<file path="src/rtl/id_ex_stage_if.sv">
// ID/EX bundle: decode-side inputs, MEM/WB forwarding sources and EX-side results.
interface id_ex_stage_if #(
    parameter int unsigned XLEN = 32,
    parameter int unsigned RA_W = 5
);
    logic            StallE, FlushE, ValidD;
    logic [XLEN-1:0] RD1D, RD2D, ImmExtD, PCD;
    logic [RA_W-1:0] Rs1D, Rs2D, RdD;
    logic [2:0]      ALUControlD;
    logic            ALUSrcD, RegWriteD, MemWriteD, BranchD, JumpD;
    logic [1:0]      ResultSrcD;

    logic [RA_W-1:0] RdM, RdW;
    logic            RegWriteM, RegWriteW;
    logic [XLEN-1:0] ALUResultM, ResultW;

    logic [XLEN-1:0] SrcAE, SrcBE, WriteDataE, PCE, ImmExtE;
    logic [2:0]      ALUControlE;
    logic [RA_W-1:0] Rs1E, Rs2E, RdE;
    logic            RegWriteE, MemWriteE, BranchE, JumpE, ValidE;
    logic [1:0]      ResultSrcE;

    modport master (
        output StallE, FlushE, ValidD, RD1D, RD2D, ImmExtD, PCD, Rs1D, Rs2D, RdD,
               ALUControlD, ALUSrcD, RegWriteD, MemWriteD, BranchD, JumpD, ResultSrcD,
               RdM, RdW, RegWriteM, RegWriteW, ALUResultM, ResultW,
        input  SrcAE, SrcBE, WriteDataE, PCE, ImmExtE, ALUControlE, Rs1E, Rs2E, RdE,
               RegWriteE, MemWriteE, BranchE, JumpE, ValidE, ResultSrcE
    );

    modport slave (
        input  StallE, FlushE, ValidD, RD1D, RD2D, ImmExtD, PCD, Rs1D, Rs2D, RdD,
               ALUControlD, ALUSrcD, RegWriteD, MemWriteD, BranchD, JumpD, ResultSrcD,
               RdM, RdW, RegWriteM, RegWriteW, ALUResultM, ResultW,
        output SrcAE, SrcBE, WriteDataE, PCE, ImmExtE, ALUControlE, Rs1E, Rs2E, RdE,
               RegWriteE, MemWriteE, BranchE, JumpE, ValidE, ResultSrcE
    );
endinterface

</file>
<file path="src/rtl/id_ex_stage.sv">
// ID/EX pipeline register with MEM/WB operand forwarding feeding the ALU.
module id_ex_stage #(
    parameter int unsigned XLEN = 32,
    parameter int unsigned RA_W = 5
) (
    input  logic          clk,
    input  logic          rst_n,
    id_ex_stage_if.slave  bus
);
    typedef struct packed {
        logic            valid;
        logic [XLEN-1:0] rd1;
        logic [XLEN-1:0] rd2;
        logic [XLEN-1:0] imm;
        logic [XLEN-1:0] pc;
        logic [RA_W-1:0] rs1;
        logic [RA_W-1:0] rs2;
        logic [RA_W-1:0] rd;
        logic [2:0]      alu_ctrl;
        logic            alu_src;
        logic            reg_write;
        logic            mem_write;
        logic            branch;
        logic            jump;
        logic [1:0]      result_src;
    } ex_regs_t;

    ex_regs_t        d, q;
    logic [XLEN-1:0] fwd_a, fwd_b;

    always_comb begin
        d.valid      = bus.ValidD;
        d.rd1        = bus.RD1D;
        d.rd2        = bus.RD2D;
        d.imm        = bus.ImmExtD;
        d.pc         = bus.PCD;
        d.rs1        = bus.Rs1D;
        d.rs2        = bus.Rs2D;
        d.rd         = bus.RdD;
        d.alu_ctrl   = bus.ALUControlD;
        d.alu_src    = bus.ALUSrcD;
        d.reg_write  = bus.RegWriteD;
        d.mem_write  = bus.MemWriteD;
        d.branch     = bus.BranchD;
        d.jump       = bus.JumpD;
        d.result_src = bus.ResultSrcD;
    end

    // Flush beats stall: a bubble is all-zero, so it never writes or branches.
    always_ff @(posedge clk or negedge rst_n) begin
        if (!rst_n)           q <= '0;
        else if (bus.FlushE)  q <= '0;
        else if (!bus.StallE) q <= d;
    end

    // MEM is the younger producer, so it wins over WB; x0 is never forwarded.
    always_comb begin
        fwd_a = q.rd1;
        if (bus.RegWriteM && (bus.RdM != '0) && (bus.RdM == q.rs1))
            fwd_a = bus.ALUResultM;
        else if (bus.RegWriteW && (bus.RdW != '0) && (bus.RdW == q.rs1))
            fwd_a = bus.ResultW;

        fwd_b = q.rd2;
        if (bus.RegWriteM && (bus.RdM != '0) && (bus.RdM == q.rs2))
            fwd_b = bus.ALUResultM;
        else if (bus.RegWriteW && (bus.RdW != '0) && (bus.RdW == q.rs2))
            fwd_b = bus.ResultW;
    end

    assign bus.SrcAE       = fwd_a;
    assign bus.WriteDataE  = fwd_b;
    assign bus.SrcBE       = q.alu_src ? q.imm : fwd_b;
    assign bus.ALUControlE = q.alu_ctrl;
    assign bus.Rs1E        = q.rs1;
    assign bus.Rs2E        = q.rs2;
    assign bus.RdE         = q.rd;
    assign bus.PCE         = q.pc;
    assign bus.ImmExtE     = q.imm;
    assign bus.RegWriteE   = q.reg_write;
    assign bus.MemWriteE   = q.mem_write;
    assign bus.BranchE     = q.branch;
    assign bus.JumpE       = q.jump;
    assign bus.ValidE      = q.valid;
    assign bus.ResultSrcE  = q.result_src;
endmodule

</file>
<file path="src/flat_wrapper.sv">
// flat-port wrapper written by rule: the top's interface ports become plain ports
module id_ex_stage_flat 
#(
    parameter int unsigned XLEN = 32,
    parameter int unsigned RA_W = 5
)
  (clk, rst_n, bus_StallE, bus_FlushE, bus_ValidD, bus_RD1D, bus_RD2D, bus_ImmExtD, bus_PCD, bus_Rs1D, bus_Rs2D, bus_RdD, bus_ALUControlD, bus_ALUSrcD, bus_RegWriteD, bus_MemWriteD, bus_BranchD, bus_JumpD, bus_ResultSrcD, bus_RdM, bus_RdW, bus_RegWriteM, bus_RegWriteW, bus_ALUResultM, bus_ResultW, bus_SrcAE, bus_SrcBE, bus_WriteDataE, bus_PCE, bus_ImmExtE, bus_ALUControlE, bus_Rs1E, bus_Rs2E, bus_RdE, bus_RegWriteE, bus_MemWriteE, bus_BranchE, bus_JumpE, bus_ValidE, bus_ResultSrcE);
  id_ex_stage_if #(.XLEN(XLEN), .RA_W(RA_W)) bus_i ();
  input  logic clk;
  input  logic rst_n;
  input wire logic [$bits(bus_i.StallE)-1:0] bus_StallE;
  input wire logic [$bits(bus_i.FlushE)-1:0] bus_FlushE;
  input wire logic [$bits(bus_i.ValidD)-1:0] bus_ValidD;
  input wire logic [$bits(bus_i.RD1D)-1:0] bus_RD1D;
  input wire logic [$bits(bus_i.RD2D)-1:0] bus_RD2D;
  input wire logic [$bits(bus_i.ImmExtD)-1:0] bus_ImmExtD;
  input wire logic [$bits(bus_i.PCD)-1:0] bus_PCD;
  input wire logic [$bits(bus_i.Rs1D)-1:0] bus_Rs1D;
  input wire logic [$bits(bus_i.Rs2D)-1:0] bus_Rs2D;
  input wire logic [$bits(bus_i.RdD)-1:0] bus_RdD;
  input wire logic [$bits(bus_i.ALUControlD)-1:0] bus_ALUControlD;
  input wire logic [$bits(bus_i.ALUSrcD)-1:0] bus_ALUSrcD;
  input wire logic [$bits(bus_i.RegWriteD)-1:0] bus_RegWriteD;
  input wire logic [$bits(bus_i.MemWriteD)-1:0] bus_MemWriteD;
  input wire logic [$bits(bus_i.BranchD)-1:0] bus_BranchD;
  input wire logic [$bits(bus_i.JumpD)-1:0] bus_JumpD;
  input wire logic [$bits(bus_i.ResultSrcD)-1:0] bus_ResultSrcD;
  input wire logic [$bits(bus_i.RdM)-1:0] bus_RdM;
  input wire logic [$bits(bus_i.RdW)-1:0] bus_RdW;
  input wire logic [$bits(bus_i.RegWriteM)-1:0] bus_RegWriteM;
  input wire logic [$bits(bus_i.RegWriteW)-1:0] bus_RegWriteW;
  input wire logic [$bits(bus_i.ALUResultM)-1:0] bus_ALUResultM;
  input wire logic [$bits(bus_i.ResultW)-1:0] bus_ResultW;
  output wire logic [$bits(bus_i.SrcAE)-1:0] bus_SrcAE;
  output wire logic [$bits(bus_i.SrcBE)-1:0] bus_SrcBE;
  output wire logic [$bits(bus_i.WriteDataE)-1:0] bus_WriteDataE;
  output wire logic [$bits(bus_i.PCE)-1:0] bus_PCE;
  output wire logic [$bits(bus_i.ImmExtE)-1:0] bus_ImmExtE;
  output wire logic [$bits(bus_i.ALUControlE)-1:0] bus_ALUControlE;
  output wire logic [$bits(bus_i.Rs1E)-1:0] bus_Rs1E;
  output wire logic [$bits(bus_i.Rs2E)-1:0] bus_Rs2E;
  output wire logic [$bits(bus_i.RdE)-1:0] bus_RdE;
  output wire logic [$bits(bus_i.RegWriteE)-1:0] bus_RegWriteE;
  output wire logic [$bits(bus_i.MemWriteE)-1:0] bus_MemWriteE;
  output wire logic [$bits(bus_i.BranchE)-1:0] bus_BranchE;
  output wire logic [$bits(bus_i.JumpE)-1:0] bus_JumpE;
  output wire logic [$bits(bus_i.ValidE)-1:0] bus_ValidE;
  output wire logic [$bits(bus_i.ResultSrcE)-1:0] bus_ResultSrcE;
  assign bus_i.StallE = bus_StallE;
  assign bus_i.FlushE = bus_FlushE;
  assign bus_i.ValidD = bus_ValidD;
  assign bus_i.RD1D = bus_RD1D;
  assign bus_i.RD2D = bus_RD2D;
  assign bus_i.ImmExtD = bus_ImmExtD;
  assign bus_i.PCD = bus_PCD;
  assign bus_i.Rs1D = bus_Rs1D;
  assign bus_i.Rs2D = bus_Rs2D;
  assign bus_i.RdD = bus_RdD;
  assign bus_i.ALUControlD = bus_ALUControlD;
  assign bus_i.ALUSrcD = bus_ALUSrcD;
  assign bus_i.RegWriteD = bus_RegWriteD;
  assign bus_i.MemWriteD = bus_MemWriteD;
  assign bus_i.BranchD = bus_BranchD;
  assign bus_i.JumpD = bus_JumpD;
  assign bus_i.ResultSrcD = bus_ResultSrcD;
  assign bus_i.RdM = bus_RdM;
  assign bus_i.RdW = bus_RdW;
  assign bus_i.RegWriteM = bus_RegWriteM;
  assign bus_i.RegWriteW = bus_RegWriteW;
  assign bus_i.ALUResultM = bus_ALUResultM;
  assign bus_i.ResultW = bus_ResultW;
  assign bus_SrcAE = bus_i.SrcAE;
  assign bus_SrcBE = bus_i.SrcBE;
  assign bus_WriteDataE = bus_i.WriteDataE;
  assign bus_PCE = bus_i.PCE;
  assign bus_ImmExtE = bus_i.ImmExtE;
  assign bus_ALUControlE = bus_i.ALUControlE;
  assign bus_Rs1E = bus_i.Rs1E;
  assign bus_Rs2E = bus_i.Rs2E;
  assign bus_RdE = bus_i.RdE;
  assign bus_RegWriteE = bus_i.RegWriteE;
  assign bus_MemWriteE = bus_i.MemWriteE;
  assign bus_BranchE = bus_i.BranchE;
  assign bus_JumpE = bus_i.JumpE;
  assign bus_ValidE = bus_i.ValidE;
  assign bus_ResultSrcE = bus_i.ResultSrcE;
  id_ex_stage #(.XLEN(XLEN), .RA_W(RA_W)) u_core (.clk(clk), .rst_n(rst_n), .bus(bus_i));
endmodule
</file>
<file path="config.mk">
export PLATFORM = sky130hd
export DESIGN_NAME = id_ex_stage_flat
export DESIGN_NICKNAME = d
export VERILOG_FILES = /design/src/rtl/id_ex_stage_if.sv /design/src/rtl/id_ex_stage.sv /design/src/flat_wrapper.sv
export SDC_FILE = /design/constraint.sdc
export NUM_CORES = 1
export LEC_CHECK = 0
export ABC_CLOCK_PERIOD_IN_PS = 7000
export CAP_MARGIN = 20
export CORE_AREA = 4 4 160 162
export DETAILED_ROUTE_END_ITERATION = 16
export DIE_AREA = 0 0 164 166
export HOLD_SLACK_MARGIN = 0.06
export PLACE_DENSITY = 0.76
export SYNTH_ARGS = -nofsm -noshare
export SYNTH_HDL_FRONTEND = slang
export SYNTH_SLANG_ARGS = --single-unit
</file>
<file path="constraint.sdc">
create_clock -name clk -period 7 [get_ports clk]
set_clock_uncertainty 0.1 [all_clocks]
set_input_delay 1.4 -clock clk [delete_from_list [all_inputs] [get_ports clk]]
set_output_delay 1.4 -clock clk [all_outputs]
set_load 0.01 [all_outputs]
</file>
Word-level counts from Yosys, hierarchy flattened --
Index checks and enable logic that the tools add are counted.
Word-level totals: flip-flop bits (word level) 154
Cells by class: multiplexer cells 7, equal/unequal tests 5, reductions and logical operators 8
Operators by type and width (count):
- $mux 154 | 2
- $mux 32 | 5
- $eq 5x5->1 | 4
- $reduce_bool 5->1 | 2
- $logic_and 1x1->1 | 6
- $ne 2x1->1 const B | 1

Depth between registers and ports, before layout --
Gate-level depths: netlist (run 1).
depth after elaboration 6, depth in mapped cells 7, gate-level depth less buffers 5

Worst setup path before layout (run 1) --
Ideal clock, no wire load.
path type input to output, start point input bus_RdW[0], end point output bus_SrcBE[1], data required time 5.500 ns, data arrival time 2.969 ns, stages on the path 6, setup slack 2.531 ns, path buffers 1, cells stage by stage or4_4 -> o211ai_2 -> buf_2 -> o21ai_1 -> a31oi_1 -> mux2_2
On the way: word-level cells in the longest chain between the ends 6
Ends and longest elaborated chain:
- start, declared | RTL line flat_wrapper.sv:29 | input wire logic [$bits(bus_i.RdW)-1:0] bus_RdW;
- $reduce_bool 5->1 | RTL line id_ex_stage.sv:67 | else if (bus.RegWriteW && (bus.RdW != '0) && (bus.RdW == q.rs2))
- $logic_and 1x1->1 | RTL line id_ex_stage.sv:67
- $logic_and 1x1->1 (*) | RTL line id_ex_stage.sv:67
- $mux 32 (*) | RTL line id_ex_stage.sv:67
- $mux 32 (*) | RTL line id_ex_stage.sv:65 | if (bus.RegWriteM && (bus.RdM != '0) && (bus.RdM == q.rs2))
- via bus_WriteDataE[1] | RTL line flat_wrapper.sv:36 | output wire logic [$bits(bus_i.WriteDataE)-1:0] bus_WriteDataE;
- $mux 32 (*) | RTL line id_ex_stage.sv:73 | assign bus.SrcBE = q.alu_src ? q.imm : fwd_b;
- end, declared | RTL line flat_wrapper.sv:35 | output wire logic [$bits(bus_i.SrcBE)-1:0] bus_SrcBE;
Mark *: on every way through the listed nets, which the timed path passes. The rest lies on a longest branch.

Worst setup path after layout (run 1) --
start point input bus_RdW[0], end point output bus_SrcBE[9]
On the way: word-level cells in the longest chain between the ends 6
Ends and longest elaborated chain (RTL line):
- $reduce_bool 5->1 | id_ex_stage.sv:67
- $logic_and 1x1->1 | id_ex_stage.sv:67
- $logic_and 1x1->1 (*) | id_ex_stage.sv:67
- $mux 32 (*) | id_ex_stage.sv:67
- $mux 32 (*) | id_ex_stage.sv:65
- $mux 32 (*) | id_ex_stage.sv:73
Mark *: on every way between the ends. The rest lies on a longest branch, timed or not.

==> impl_metrics.env, run 1 <==
export IMPL_synth_top_family_by_area="multiplexers"
export IMPL_die_width_um=164
export IMPL_slew_headroom=0.3475
export IMPL_syn_inst=907
export IMPL_h_tree_depth=4
export IMPL_pin_count=419
export IMPL_endpoint_kind="primary output"
export IMPL_clock_sinks=154
export IMPL_synth_compound_area_frac=0.07715
export IMPL_layout_min_cycle_time_ns=6.027
export IMPL_synthMuxAreaShare=0.2469
export IMPL_yosys_area_share_simple=0.1241
export IMPL_grt_max_degree=96
export IMPL_root_buffer="clkbuf_16"
export IMPL_num_nets_final=1436
export IMPL_clk_pin_slew_worst_paths_ns=0.07
export IMPL_synth_top_cell_area_share=0.4281
export IMPL_cts_buffer_depth=2
export IMPL_layout_commonest_cell="clkdlybuf4s50_1"
export IMPL_overflow=0
export IMPL_p_total_mw=2.484
export IMPL_cap_violations=0
export IMPL_clock_latency_ns=0.42
export IMPL_cp_top_family="buffers and inverters"
export IMPL_start_util=0.3734
export IMPL_fmaxAchievable_mhz=165.9
export IMPL_grt_antenna_before_repair=0
export IMPL_ys_seq_elements=154
export IMPL_cts_hold_buf=0
export IMPL_synth_seq_area_share=0.4281
export IMPL_critPathArrivalTime_ns=4.53
export IMPL_post_cts_resized=0
export IMPL_grt_pass1_vias=8368
export IMPL_yosys_area_top_type="dfrtp_1"
export IMPL_num_antenna_cells=0
export IMPL_synth_area_per_cell_sq_um=9.924
export IMPL_synthesis_nets=1141
export IMPL_vias=7879
export IMPL_crit_slowest_cell="or4_4"
export IMPL_vias_per_cell=5.120
export IMPL_drive_gt1_frac=0.08807
export IMPL_die_y_um=166
export IMPL_worstMarginPinSlew_ns=0.9787
export IMPL_synth_xor_area_share=0.01946
export IMPL_dr_pass1_iters=5
export IMPL_critPathMaxStageDelay_ns=0.59
export IMPL_hold_violations=0
export IMPL_worstPathMaxFanout=18
export IMPL_ys_warnings_count=0
export IMPL_path_cells="clkdlybuf4s50_1 > or4_4 > o211ai_4 > buf_4 > o21ai_1 > a31oi_1 > mux2_2 > clkdlybuf4s50_1"
export IMPL_critPathRequiredTime_ns=5.50
export IMPL_dieArea_sq_um=27220
export IMPL_synth_area_leaders="dfrtp_1 43%, mux2i_1 21%, nor2_1 7.8%"
export IMPL_synth_distinct_cells=28
export IMPL_final_cell_mix="415 x clkdlybuf4s50_1, 187 x nor2_1, 186 x mux2i_1"
export IMPL_crit_type="in2out"
export IMPL_grt_use_met3=0.08340
export IMPL_port_buffers=418
export IMPL_crit_path_start_kind="input port"
export IMPL_use_met2=0.4099
export IMPL_synth_fa_ha_area_frac=0
export IMPL_drt_initial_drc_count=484
export IMPL_cp_num_buf_inv=3
export IMPL_cts_tree="yes"
export IMPL_ir_worst_vdd_mv=0.1774
export IMPL_core_area_sq_um=24110
export IMPL_place_hpwl_mm=23.99
export IMPL_maxSlewViolCount=0
export IMPL_totalWireLength_mm=33.11
export IMPL_cts_setup_buffers=0
export IMPL_use_met1=0.2785
export IMPL_place_gp_congestion=0.8759
export IMPL_finalCritPeriodShare=0.8610
export IMPL_grt_pass1_wl_mm=50.16
export IMPL_power_leakage_nw=5.706
export IMPL_rows=57
export IMPL_setup_viol=0
export IMPL_syn_area_sq_um=9001
export IMPL_tns_ns=0
export IMPL_rsz0062_at_grt="no"
export IMPL_cts_buffers=17
export IMPL_hold_path_class="reg2reg"
export IMPL_grt_util_all_layers=0.2379
export IMPL_grt_busiest_layer="met2"
export IMPL_drc=0
export IMPL_cpMostUsedCell="clkdlybuf4s50_1"
export IMPL_drtAntennaViolNets=0
export IMPL_synthToLayoutAreaGrowth_pct=48.37
export IMPL_routedWlPerCell_um=21.51
export IMPL_status="complete, no violations"
export IMPL_power_density_nw_per_um2=186.0
[routing by layer]
metal,part of all wire,vias to the layer above
li1,-,3636
met1,0.38,3820
met2,0.50,372
met3,0.097,51
met4,0.024,0
met5,0,-
[report_power, final]
part           switching (mW)  internal [mW]  leakage (nW)
combinational           0.271          0.347          3.41
clock                   0.418          0.465         0.259
sequential             0.0439          0.940          2.04
total                   0.733           1.75          5.71
[path summary, 6_finish.rpt]
check | start | end | slack [ns] | cells past startpoint
min in group asynchronous | rst_n | u_core.q[140]$_DFFE_PN0P_ | 0.94 | 1
max | bus_RdW[0] | bus_SrcBE[9] | 0.97 | 8
min | u_core.q[110]$_DFFE_PN0P_ | u_core.q[110]$_DFFE_PN0P_ | 0.42 | 2
min reg2reg | u_core.q[110]$_DFFE_PN0P_ | u_core.q[110]$_DFFE_PN0P_ | 0.42 | 2
max reg2reg | u_core.q[6]$_DFFE_PN0P_ | u_core.q[6]$_DFFE_PN0P_ | 5.55 | 2
max in group asynchronous | rst_n | u_core.q[127]$_DFFE_PN0P_ | 4.39 | 2
[cell type report]
cell class	count	area, sq um
fill	2160	10750
timing repair buffer	430	4314
multi-input combinational	599	4237
sequential	154	3855
clock buffer	19	432.9
tap	324	405.4
clock inverter	13	111.4
[kinds of logic after synthesis]
logic type / Yosys count
simple gates: 261
mux: 218
flops: 154
buf+inv: 154
compound gates: 100
xor+xnor: 20
[state kept, by name, summed over array words and instances, names as in the netlist]
| register | count |
|---|---|
| u_core.bus.Rs2E | 5 |
| u_core.bus.RegWriteE | 1 |
| u_core.bus.ResultSrcE | 2 |
| u_core.bus.JumpE | 1 |
| u_core.bus.RdE | 5 |
| u_core.bus.MemWriteE | 1 |
| u_core.bus.PCE | 32 |
| u_core.bus.ALUControlE | 3 |
| u_core.q | 65 |
| u_core.bus.ImmExtE | 32 |
| u_core.bus.ValidE | 1 |
| u_core.bus.BranchE | 1 |
| u_core.bus.Rs1E | 5 |
[synth_stat cells (all sizes together)]
cell type  instances
o211a              1
or4                3
dfrtp            154
o21ai             33
buf              114
or4b               1
o211ai             2
or2                1
nor2             187
a31oi             32
nor4b              1
mux2i            186
nand4              2
clkbuf            40
a21oi             32
xnor2             13
nand3             33
nor3              32
nor4               1
mux2              32
xor2               7
[worst register-to-register path, stage by stage (launching register included)]
cell	delay, ns
dfrtp_2	0.98
mux2i_1	0.17
nor2_1	0.12
[per-stage QoR]
step | hold slack [ns] | std cells | area, sq um | util | setup slack, ns
floorplan | 0.3857 | 907 | 9001 | - | 2.531
global placement | 0.4004 | 1507 | 12810 | 0.5315 | 1.039
detailed placement | 0.4112 | 1507 | 12810 | 0.5315 | 0.9663
CTS | 0.4279 | 1539 | 13360 | 0.5540 | 0.9587
global route | 0.4531 | 1539 | 13360 | 0.5540 | 0.8157
finish | 0.4237 | 1539 | 13360 | 0.5540 | 0.9729
Power figures use the tool's default switching activity.
==> run 2: changes to the inputs <==
CTS_CLUSTER_DIAMETER = 60   (was not set)
==> results of run 2 <==
Same layout as run 1: the final DEF is identical, and so are final timing and power.
